==> config.mk <==
export PLATFORM = sky130hd
export DESIGN_NAME = mux_arb_n
export DESIGN_NICKNAME = d
export VERILOG_FILES = /design/src/rtl/mux_arb_n.sv
export SDC_FILE = /design/constraint.sdc
export NUM_CORES = 1
export LEC_CHECK = 0
export ABC_CLOCK_PERIOD_IN_PS = 4200
export BUFFER_PORTS_ARGS = -buffer_cell sky130_fd_sc_hd__buf_2
export CAP_MARGIN = 20
export CORE_UTILIZATION = 56
export CTS_BUF_LIST = sky130_fd_sc_hd__clkbuf_8
export CTS_CLUSTER_DIAMETER = 200
export CTS_CLUSTER_SIZE = 12
export DETAILED_ROUTE_END_ITERATION = 10
export PLACE_DENSITY = 0.88
export SETUP_SLACK_MARGIN = 0.1
export SYNTH_ARGS = -nofsm -noshare
export SYNTH_HDL_FRONTEND = slang
export SYNTH_SLANG_ARGS = --single-unit
==> constraint.sdc <==
create_clock -name clk -period 4.2 [get_ports clk]
set_clock_uncertainty 0.05 [all_clocks]
set_input_delay 0.42 -clock clk [delete_from_list [all_inputs] [get_ports clk]]
set_output_delay 0.42 -clock clk [all_outputs]
set_load 0.05 [all_outputs]
==> src/rtl/mux_arb_n.sv <==
// mux_arb_n: N-channel, WIDTH-bit registered multiplexer with valid/ready on every
// input and on the output. Selection is either a fixed channel index (mode=0, sel)
// or round-robin arbitration (mode=1) starting after the last granted channel.
// Optional feature macro: MUX_ARB_LOCK_EN adds a `lock` input that pins the grant
// to the channel of the most recent transfer while lock is high.
module mux_arb_n #(
   parameter int WIDTH = 8,
   parameter int N     = 4,
   parameter int SELW  = 2
) (
   input  logic                 clk,
   input  logic                 rst_n,
   input  logic [N*WIDTH-1:0]   in_data,
   input  logic [N-1:0]         in_valid,
   output logic [N-1:0]         in_ready,
   input  logic                 mode,
   input  logic [SELW-1:0]      sel,
`ifdef MUX_ARB_LOCK_EN
   input  logic                 lock,
`endif
   output logic [WIDTH-1:0]     out_data,
   output logic                 out_valid,
   input  logic                 out_ready,
   output logic [SELW-1:0]      out_chan
);

   logic [N-1:0]      base_grant;
   logic [N-1:0]      grant;
   logic              rr_found;
   logic [SELW-1:0]   grant_chan;
   logic [WIDTH-1:0]  grant_data;
   logic              any_grant;
   logic              load;
   logic [SELW-1:0]   rr_ptr;

   // The output register can accept a new word when it is empty or being drained now
   assign load      = !out_valid || out_ready;
   assign any_grant = |grant;

   // Pick the candidate channel: direct index in fixed mode, first valid after rr_ptr otherwise
   always_comb begin
      base_grant = '0;
      rr_found   = 1'b0;
      if (!mode) begin
         for (int i = 0; i < N; i++) begin
            if (sel == SELW'(i)) begin
               base_grant[i] = in_valid[i];
            end
         end
      end else begin
         for (int k = 1; k <= N; k++) begin
            for (int i = 0; i < N; i++) begin
               if (!rr_found && in_valid[i] && (i == ((int'(rr_ptr) + k) % N))) begin
                  base_grant[i] = 1'b1;
                  rr_found      = 1'b1;
               end
            end
         end
      end
   end

`ifdef MUX_ARB_LOCK_EN
   logic lock_held;

   // While locked, only the channel that supplied the last word may be granted
   always_comb begin
      grant = base_grant;
      if (lock && lock_held) begin
         grant = '0;
         for (int i = 0; i < N; i++) begin
            if (out_chan == SELW'(i)) begin
               grant[i] = in_valid[i];
            end
         end
      end
   end

   // A lock holder exists only once some transfer has happened since reset
   always_ff @(posedge clk) begin
      if (!rst_n) begin
         lock_held <= 1'b0;
      end else if (load && any_grant) begin
         lock_held <= 1'b1;
      end
   end
`else
   // Without the lock feature the candidate grant is final
   always_comb begin
      grant = base_grant;
   end
`endif

   // Encode the one-hot grant into a channel index and select that channel's data
   always_comb begin
      grant_chan = '0;
      grant_data = '0;
      for (int i = 0; i < N; i++) begin
         if (grant[i]) begin
            grant_chan = SELW'(i);
            grant_data = in_data[i*WIDTH +: WIDTH];
         end
      end
   end

   // Accept only from the granted channel, and never while reset is asserted
   always_comb begin
      in_ready = '0;
      if (rst_n && load) begin
         in_ready = grant;
      end
   end

   // Output register and round-robin pointer; a stalled output holds its word
   always_ff @(posedge clk) begin
      if (!rst_n) begin
         out_valid <= 1'b0;
         out_data  <= '0;
         out_chan  <= '0;
         rr_ptr    <= SELW'(N - 1);
      end else if (load) begin
         if (any_grant) begin
            out_valid <= 1'b1;
            out_data  <= grant_data;
            out_chan  <= grant_chan;
            if (mode) begin
               rr_ptr <= grant_chan;
            end
         end else begin
            out_valid <= 1'b0;
         end
      end
   end

endmodule

==> reports/metrics.csv, run 1 <==
metric,value,unit
cts_resized,0,
synth_nets,242,
ys_types,51,
status,"finished, final reports clean",
yosysSeqAreaShare,16.0,%
syn_avg_cell_area,8.12,um^2
grt_max_degree,23,
yosysWarnings,0,
max_slew_margin,37.7,%
timing.hold.ws,411,ps
ctsHoldBuffers,0,
worst_slack,1170,ps
start_util,58.9,%
cp-end-kind,output port,
required,3730,ps
grt_pass1_wl,7240,um
antenna-diode-count,0,
cp_max_fo,16,
fin_util,68.5,%
rsz0062_at_grt,no,
crit_slowest_cell,nor3_2,
final_hold_viol_count,0,
maxSlewViolCount,0,
io_pins,57,
core,2760,um^2
powerDensity,270,nW/um^2
worstSkewPairLatency,250,ps
gr-total-overflow,0,
worst-slew-pin-transition,929,ps
worstHoldPathType,flop to flop,
root_buffer,clkbuf_8,
dp_slack,1350,ps
critPathMaxStageDelay,770,ps
synth_area,1620,um^2
cts.htree.levels,1,
drc,0,
cp_cell_sequence,o21a_1 -> nor3_1 -> nor3_2 -> nor2_1 -> buf_2,
fin_setup_tns,0,ps
wl_per_cell,16.3,um
io_buffer_count,56,
drt_iter0_drc,172,
cts_buffers,3,
rrSetupSlack,1320,ps
die_w,55.9,um
maxCapViolCount,0,
drt_wl_total,4460,um
first_pass_iters,5,
clk_path_buf_depth,2,
syn_inst,200,
final_common_cell,buf_2,
timing.final.crit_share,72.0,%
grt_pass1_vias,1615,
postCtsSetupBuffers,0,
cp-start-kind,flop,
nNetsFinal,285,
antenna_found_initial,0,
die_h,55.9,um
p_leak,0.000835,uW
cts_sinks,13,
drive_gt1_share,31.8,%
post-dp-hpwl,3350,um
ant_nets,0,
grt_use_total,28.5,%
ys_seq_elements,13,
finalWorstPathRequiredPeriod,3030,ps
vias,1847,
num_rows,19,
clock.fmax,330,MHz
crit_type,flop to output port,
routabilityCongestion,0.865,
via_per_inst,6.77,
peakVddDrop,0.000244,V
arrival,2560,ps
setup_viol,0,
cts_tree,yes,
final_cell_mix,"56 x buf_2, 20 x inv_1, 16 x nor4b_1",
clk_pin_slew,60,ps
syn_to_final_growth,16.3,%
dieArea,3120,um^2
==> worst max-delay path: cells and delay by family, from the launching register on <==
| kind | cells | cell delay [ps] |
|---|---|---|
| buffers and inverters | 1 | 250 |
| DFF | 1 | 670 |
| and+or+nand+nor | 3 | 960 |
| AOI/OAI and AO/OA | 1 | 410 |
==> routing by layer <==
layer | part of all wire, % | track usage (%) | up-vias
met2 | 47 | 46.5 | 102
li1 | - | - | 884
met3 | 9.8 | 3.02 | 7
met5 | 0 | 0 | -
met1 | 42 | 39.9 | 854
met4 | 1.2 | 8.36 | 0
==> flip-flops by register name, summed over array words and instances (netlist names) <==
signal / cells
out_valid: 1
out_chan: 2
rr_ptr: 2
out_data: 8
==> cell usage after synthesis, drive strengths merged <==
master / n / share of area [%]
inv: 19 / 4.4
nor4b: 17 / 9.6
o31ai: 17 / 9.6
nand2: 14 / 3.4
dfxtp: 13 / 16
buf: 11 / 4.6
o21ai: 10 / 3.1
o221ai: 9 / 5.2
a2111o: 8 / 5.5
a222oi: 8 / 4.9
and2: 8 / 3.1
clkbuf: 8 / 2.0
nand4: 8 / 3.1
nor3b: 8 / 3.7
nor2: 6 / 1.4
nor3: 4 / 2.2
a211oi: 3 / 2.9
nand3: 3 / 1.2
a21oi: 2 / 0.62
a31oi: 2 / 0.77
nand2b: 2 / 0.77
nor2b: 2 / 0.77
nor4bb: 2 / 2.2
or2: 2 / 0.77
a21o: 1 / 0.46
a2bb2oi: 1 / 0.54
a31o: 1 / 1.1
a41oi: 1 / 0.54
and3: 1 / 0.39
and4b: 1 / 0.85
and4bb: 1 / 0.77
nand4bb: 1 / 0.69
o2111ai: 1 / 0.54
o21a: 1 / 0.46
o21bai: 1 / 0.46
o22ai: 1 / 0.39
or3: 1 / 0.39
or4b: 1 / 0.62
==> where the power goes <==
part	switching (uW)	leakage [uW]	internal (uW)
clock network	49.7	0.0000269	64.9
registers	19.2	0.000107	140
logic	155	0.000701	82.0
total	224	0.000835	287
==> metrics by stage <==
stage	std cells	total power, uW	cell area (um^2)
finish	273	511	1890
global route	273	532	1890
CTS	273	509	1890
detailed placement	269	395	1840
global placement	269	391	1840
floorplan	200	337	1620
==> final cells by class <==
cell class                 instances  area (um^2)
timing repair buffer              57          288
multi-input combinational        149         1180
clock buffer                       3         41.3
fill                             254          870
tap                               31         38.8
inverter                          19         71.3
sequential                        13          260
clock inverter                     1         3.75
==> logic make-up (layout without fill, tap and decap cells) <==
| kind of cell | after synthesis | after routing | synth area share (%) |
|---|---|---|---|
| buf+inv | 38 | 80 | 11.0 |
| compound gates | 67 | 67 | 37.2 |
| flops | 13 | 13 | 16.0 |
| simple gates | 82 | 82 | 35.7 |
==> path summary, 6_finish.rpt <==
check        cells after the start     endpoint        start
max reg2reg                      5  out_data[5]    rr_ptr[1]
max                              5  in_ready[1]    rr_ptr[1]
min reg2reg                      2  out_chan[0]  out_chan[0]
min                              2  out_chan[0]  out_chan[0]
Power figures use the tool's default switching activity.
==> run 2, diff against run 1 <==
ABC_CLOCK_PERIOD_IN_PS = 3000   (was 4200)
CORE_UTILIZATION = 52   (was 56)
PLACE_DENSITY = 0.83   (was 0.88)
clock period = 3 ns   (was 4.2 ns; I/O delays follow)
==> run 2 against run 1 <==
Against the previous run: the run now ends with DRC left; combinational power grew 46%; global-route usage down 0.051 points; total power rose by 41%; die area grew 7.4%; hold slack got worse by 36 ps; final cell count grew 2.2%; critical endpoint is now in_ready[3]; largest cell class unchanged.
==> reports/metrics.csv, run 2 (synthesis results as in run 1) <==
metric,value,unit,change
status,"complete, but fails checks",,"was finished, final reports clean"
violations,DRC,,
ctsHoldBuffers,0,,unchanged
grt_pass1_vias,1549,,was 1615
gr-total-overflow,0,,unchanged
dp_slack,689,ps,was 1350 ps
final_cell_mix,"56 x buf_2, 19 x inv_1, 16 x nor4b_1",,"was 56 x buf_2, 20 x inv_1, 16 x nor4b_1"
clk_pin_slew,50,ps,was 60 ps
final_hold_viol_count,0,,unchanged
syn_to_final_growth,19.1,%,was 16.3%
p_leak,0.000862,uW,was 0.000835 uW
grt_pass1_wl,7340,um,was 7240 um
rsz0062_at_grt,no,,unchanged
max_slew_margin,47.8,%,was 37.7%
die_h,57.9,um,was 55.9 um
wl_per_cell,16.8,um,was 16.3 um
routabilityCongestion,0.926,,was 0.865
via_per_inst,6.46,,was 6.77
ant_nets,0,,unchanged
worstSkewPairLatency,240,ps,was 250 ps
regMostFlops,out_data,,unchanged
num_rows,19,,unchanged
first_pass_iters,8,,was 5
cts_resized,0,,unchanged
cts.htree.levels,1,,unchanged
postCtsSetupBuffers,0,,unchanged
antenna-diode-count,0,,unchanged
drt_wl_total,4700,um,was 4460 um
hold_depth,2,,unchanged
worst_slack,409,ps,was 1170 ps
vias,1802,,was 1847
antenna_found_initial,0,,unchanged
final_common_cell,buf_2,,unchanged
clk_path_buf_depth,2,,unchanged
cts_tree,yes,,unchanged
grt_use_total,28.5,%,about the same
worst-slew-pin-transition,781,ps,was 929 ps
cp-start-kind,flop,,unchanged
stdcell_area,1930,um^2,was 1890 um^2
cp_max_fo,16,,unchanged
dp_cells,275,,was 269
drc,5,,was 0
dieArea,3350,um^2,was 3120 um^2
required,2650,ps,was 3730 ps
worstHoldPathType,input port to flop,,was flop to flop
rr_worst_depth,6,,was 5
grt_max_degree,23,,unchanged
peakVddDrop,0.000502,V,was 0.000244 V
setup_viol,0,,unchanged
cp-end-kind,output port,,unchanged
timing.final.crit_share,86.4,%,
maxCapViolCount,0,,unchanged
top_regs,"out_data x8, out_chan x2, rr_ptr x2",,unchanged
timing.hold.ws,375,ps,was 411 ps
drt_iter0_drc,150,,was 172
powerDensity,372,nW/um^2,was 270 nW/um^2
arrival,2240,ps,was 2560 ps
post-dp-hpwl,3590,um,was 3350 um
cts_sinks,13,,unchanged
root_buffer,clkbuf_8,,unchanged
fin_setup_tns,0,ps,unchanged
largest_register_ffs,8,,unchanged
core,2850,um^2,was 2760 um^2
clock.fmax,386,MHz,
drive_gt1_share,33.9,%,was 31.8%
nNetsFinal,291,,was 285
start_util,56.9,%,was 58.9%
io_pins,57,,unchanged
placed_area,1890,um^2,was 1840 um^2
fin_cells,279,,was 273
cts_buffers,3,,unchanged
die_w,57.9,um,was 55.9 um
crit_type,flop to output port,,unchanged
maxSlewViolCount,0,,unchanged
io_buffer_count,56,,unchanged
finalWorstPathRequiredPeriod,2590,ps,
==> run 2: layout make-up <==
class	instances	area (um^2)
flip-flops and latches	13	260
clock inverters	1	5.00
clock buffers	3	41.3
inverters	19	71.3
multi-input cells	149	1180
repair buffers	63	333
well taps	31	38.8
fillers	268	918
==> run 2: path summary, 6_finish.rpt <==
kind,startpoint,to,slack (ps)
worst max-delay path,rr_ptr[0],in_ready[3],410
worst min-delay path,rst_n,rr_ptr[0],370
worst max register to register,rr_ptr[1],rr_ptr[1],700
worst min register to register,out_chan[0],out_chan[0],410
==> run 2: critical path, cell delays in order, from the launching register on <==
cell and delay, ps:
dfxtp_1 680, nand2b_1 180, a211oi_4 510, nor3_2 70
buf_4 200, nor2_1 80, buf_2 260
==> run 2: power breakdown <==
part | internal, uW | total (uW) | switching, uW
logic | 122 | 345 | 223
registers | 196 | 221 | 25.0
clock network | 91.7 | 154 | 62.2
total | 410 | 720 | 310
==> run 2: metrics by stage <==
| step | utilization (%) | power (uW) |
|---|---|---|
| after floorplan | - | 472 |
| after global placement | 66.2 | 560 |
| after detailed placement | 66.2 | 564 |
| after CTS | 67.8 | 719 |
| after global routing | 67.8 | 764 |
| final | 67.8 | 720 |
==> run 2: per-layer routing <==
layer  wire (um)  vias up  GRT usage, %
met1        2090      816          42.0
met2        2100       80          41.1
met5           0        -             0
met3         400       11          6.47
li1            -      895             -
met4         114        0          8.50
==> run 3, diff against run 2 <==
GPL_TIMING_DRIVEN = 0   (was not set)
REMOVE_ABC_BUFFERS = 1   (was not set)
SLEW_MARGIN = 30   (was not set)
==> run 3 against run 2 <==
Against the previous run: the flow still finishes with violations (DRC); count of clock-buffer cells in the layout stayed put; fmax is 5.4% lower; via count grew 5.6%; die area did not move; hold slack got worse by 26 ps; combinational power down 1%; sequential share of layout area up 0.12 points; register-to-register slack got worse by 440 ps; first-iteration DRC count grew 46%; core utilization down 0.61 points; sequential power barely moved; largest power group unchanged.
==> reports/metrics.csv, run 3 (synthesis results as in run 1) <==
metric,value,unit,change
clock.fmax,365,MHz,was 386 MHz
wl_per_cell,17.6,um,was 16.8 um
grt_use_total,28.8,%,was 28.5%
p_leak,0.000846,uW,was 0.000862 uW
arrival,2790,ps,was 2240 ps
final_hold_viol_count,0,,unchanged
reg2reg_to,out_data[6],,was rr_ptr[1]
powerDensity,374,nW/um^2,was 372 nW/um^2
cts.htree.levels,1,,unchanged
die_w,57.9,um,unchanged
dieArea,3350,um^2,unchanged
worst-slew-pin-transition,866,ps,was 781 ps
ff_latch_area,260,um^2,unchanged
r2r-start,rr_ptr[0],,was rr_ptr[1]
via_per_inst,7.00,,was 6.46
syn_to_final_growth,18.0,%,was 19.1%
crit_slowest_cell,nor4bb_4,,was dfxtp_1
postCtsSetupBuffers,0,,unchanged
maxSlewViolCount,0,,unchanged
cp-end-kind,flop,,was output port
drive_gt1_share,32.8,%,was 33.9%
multi_input_area,1220,um^2,was 1180 um^2
crit_path_end,out_data[6],,was in_ready[3]
ant_nets,0,,unchanged
timing.final.crit_share,91.3,%,was 86.4%
cp-start-kind,flop,,unchanged
cp-startpoint,rr_ptr[0],,unchanged
crit_type,flop to flop,,was flop to output port
grt_pass1_vias,1594,,was 1549
core,2850,um^2,unchanged
violations,DRC,,unchanged
regMostFlops,out_data,,unchanged
routabilityCongestion,0.808,,was 0.926
num_rows,19,,unchanged
drc,3,,was 5
worstHoldPathType,input port to flop,,unchanged
finalWorstPathRequiredPeriod,2740,ps,was 2590 ps
die_h,57.9,um,unchanged
final_cell_mix,"56 x buf_2, 20 x inv_1, 16 x nor4b_1",,"was 56 x buf_2, 19 x inv_1, 16 x nor4b_1"
cp_cell_sequence,nor2b_1 -> nor2_1 -> nor4bb_4 -> a31o_4 -> o221ai_1,,was nand2b_1 -> a211oi_4 -> nor3_2 -> buf_4 -> nor2_1 -> buf_2
cts_tree,yes,,unchanged
antenna-diode-count,0,,unchanged
top_regs,"out_data x8, out_chan x2, rr_ptr x2",,unchanged
drt_iter0_drc,219,,was 150
fill_cells,258,,was 268
timing.hold.ws,349,ps,was 375 ps
required,3050,ps,was 2650 ps
rsz0062_at_grt,no,,unchanged
drt_wl_total,4790,um,was 4700 um
ctsHoldBuffers,0,,unchanged
status,"complete, but fails checks",,unchanged
root_buffer,clkbuf_8,,unchanged
start_util,56.9,%,unchanged
p_total,717,uW,was 720 uW
cts_sinks,13,,unchanged
critPathMaxStageDelay,690,ps,was 680 ps
clk_path_buf_depth,2,,unchanged
io_pins,57,,unchanged
rr_worst_depth,5,,was 6
peakVddDrop,0.000315,V,was 0.000502 V
rrSetupSlack,260,ps,was 700 ps
post-dp-hpwl,3410,um,was 3590 um
setup_viol,0,,unchanged
vias,1903,,was 1802
grt_max_degree,23,,unchanged
cp_max_fo,16,,unchanged
nNetsFinal,284,,was 291
worstSkewPairLatency,240,ps,about the same
largest_register_ffs,8,,unchanged
grt_pass1_wl,7680,um,was 7340 um
io_buffer_count,56,,unchanged
cts_buffers,3,,unchanged
clk_pin_slew,60,ps,was 50 ps
final_common_cell,buf_2,,unchanged
max_slew_margin,42.1,%,was 47.8%
gr-total-overflow,0,,unchanged
maxCapViolCount,0,,unchanged
first_pass_iters,8,,unchanged
antenna_found_initial,0,,unchanged
run 3: changes by cell type in the layout (fill, tap and decap cells not counted):
cell | before | now
nor3_2 | 3 | 1
o2111ai_1 | 1 | 0
nor4bb_4 | 1 | 2
buf_4 | 7 | 0
nor2b_1 | 2 | 1
clkinv_2 | 1 | 0
nor2b_2 | 0 | 1
nor3_4 | 0 | 2
nor4bb_1 | 1 | 0
inv_1 | 19 | 20
o2111ai_2 | 0 | 1
run 3: per-layer routing:
metal | track usage (%) | wire, um
met5 | 0 | 0
met1 | 42.1 | 2060
met3 | 4.46 | 427
met2 | 43.8 | 2230
met4 | 7.82 | 75
run 3: report_power, final:
| part | internal (uW) | switching, uW |
|---|---|---|
| Combinational | 117 | 224 |
| Sequential | 196 | 26.4 |
| Clock | 90.4 | 63.2 |
run 3: area by class of cell:
type | count | share of cell area [%]
clock buffer | 3 | 2.15
clock inverter | 1 | 0.196
inverter | 19 | 3.72
multi-input combinational | 149 | 63.7
sequential | 13 | 13.6
tap | 31 | 2.02
timing repair buffer | 56 | 14.6
run 3: timing repair:
item / 4_1_cts / 5_1_grt
pin swaps: 0 / 1
gates resized for setup: 1 / 2
gates cloned: 0 / 0
endpoints found under the setup margin: 8 / 8
endpoints found under the hold margin: 0 / 0
run 3: worst min path at each step:
stage                startpoint          end  depth (start not counted)
global placement    out_chan[0]  out_chan[0]                          2
detailed placement  out_chan[0]  out_chan[0]                          2
finish                    rst_n    rr_ptr[0]                          2
global route              rst_n    rr_ptr[0]                          2
floorplan                 rst_n    rr_ptr[0]                          1
CTS                       rst_n    rr_ptr[0]                          2
run 3: per-stage QoR:
stage	cell area, um^2	util [%]	cells	setup slack [ps]	setup TNS [ps]
4_1_cts	1900	66.7	272	170	0
3_5_place_dp	1850	64.9	268	21.2	0
2_1_floorplan	1520	-	181	528	0
6_report	1920	67.2	272	260	0
5_1_grt	1920	67.2	272	110	0
3_3_place_gp	1840	64.3	268	-28.9	-28.9
run 3: critical path, delay by kind of cell, from the launching register on:
family           cells  cell delay (ps)
AND/OR/NAND/NOR      3             1560
AO/OA/AOI/OAI        2              460
flip-flops           1              520
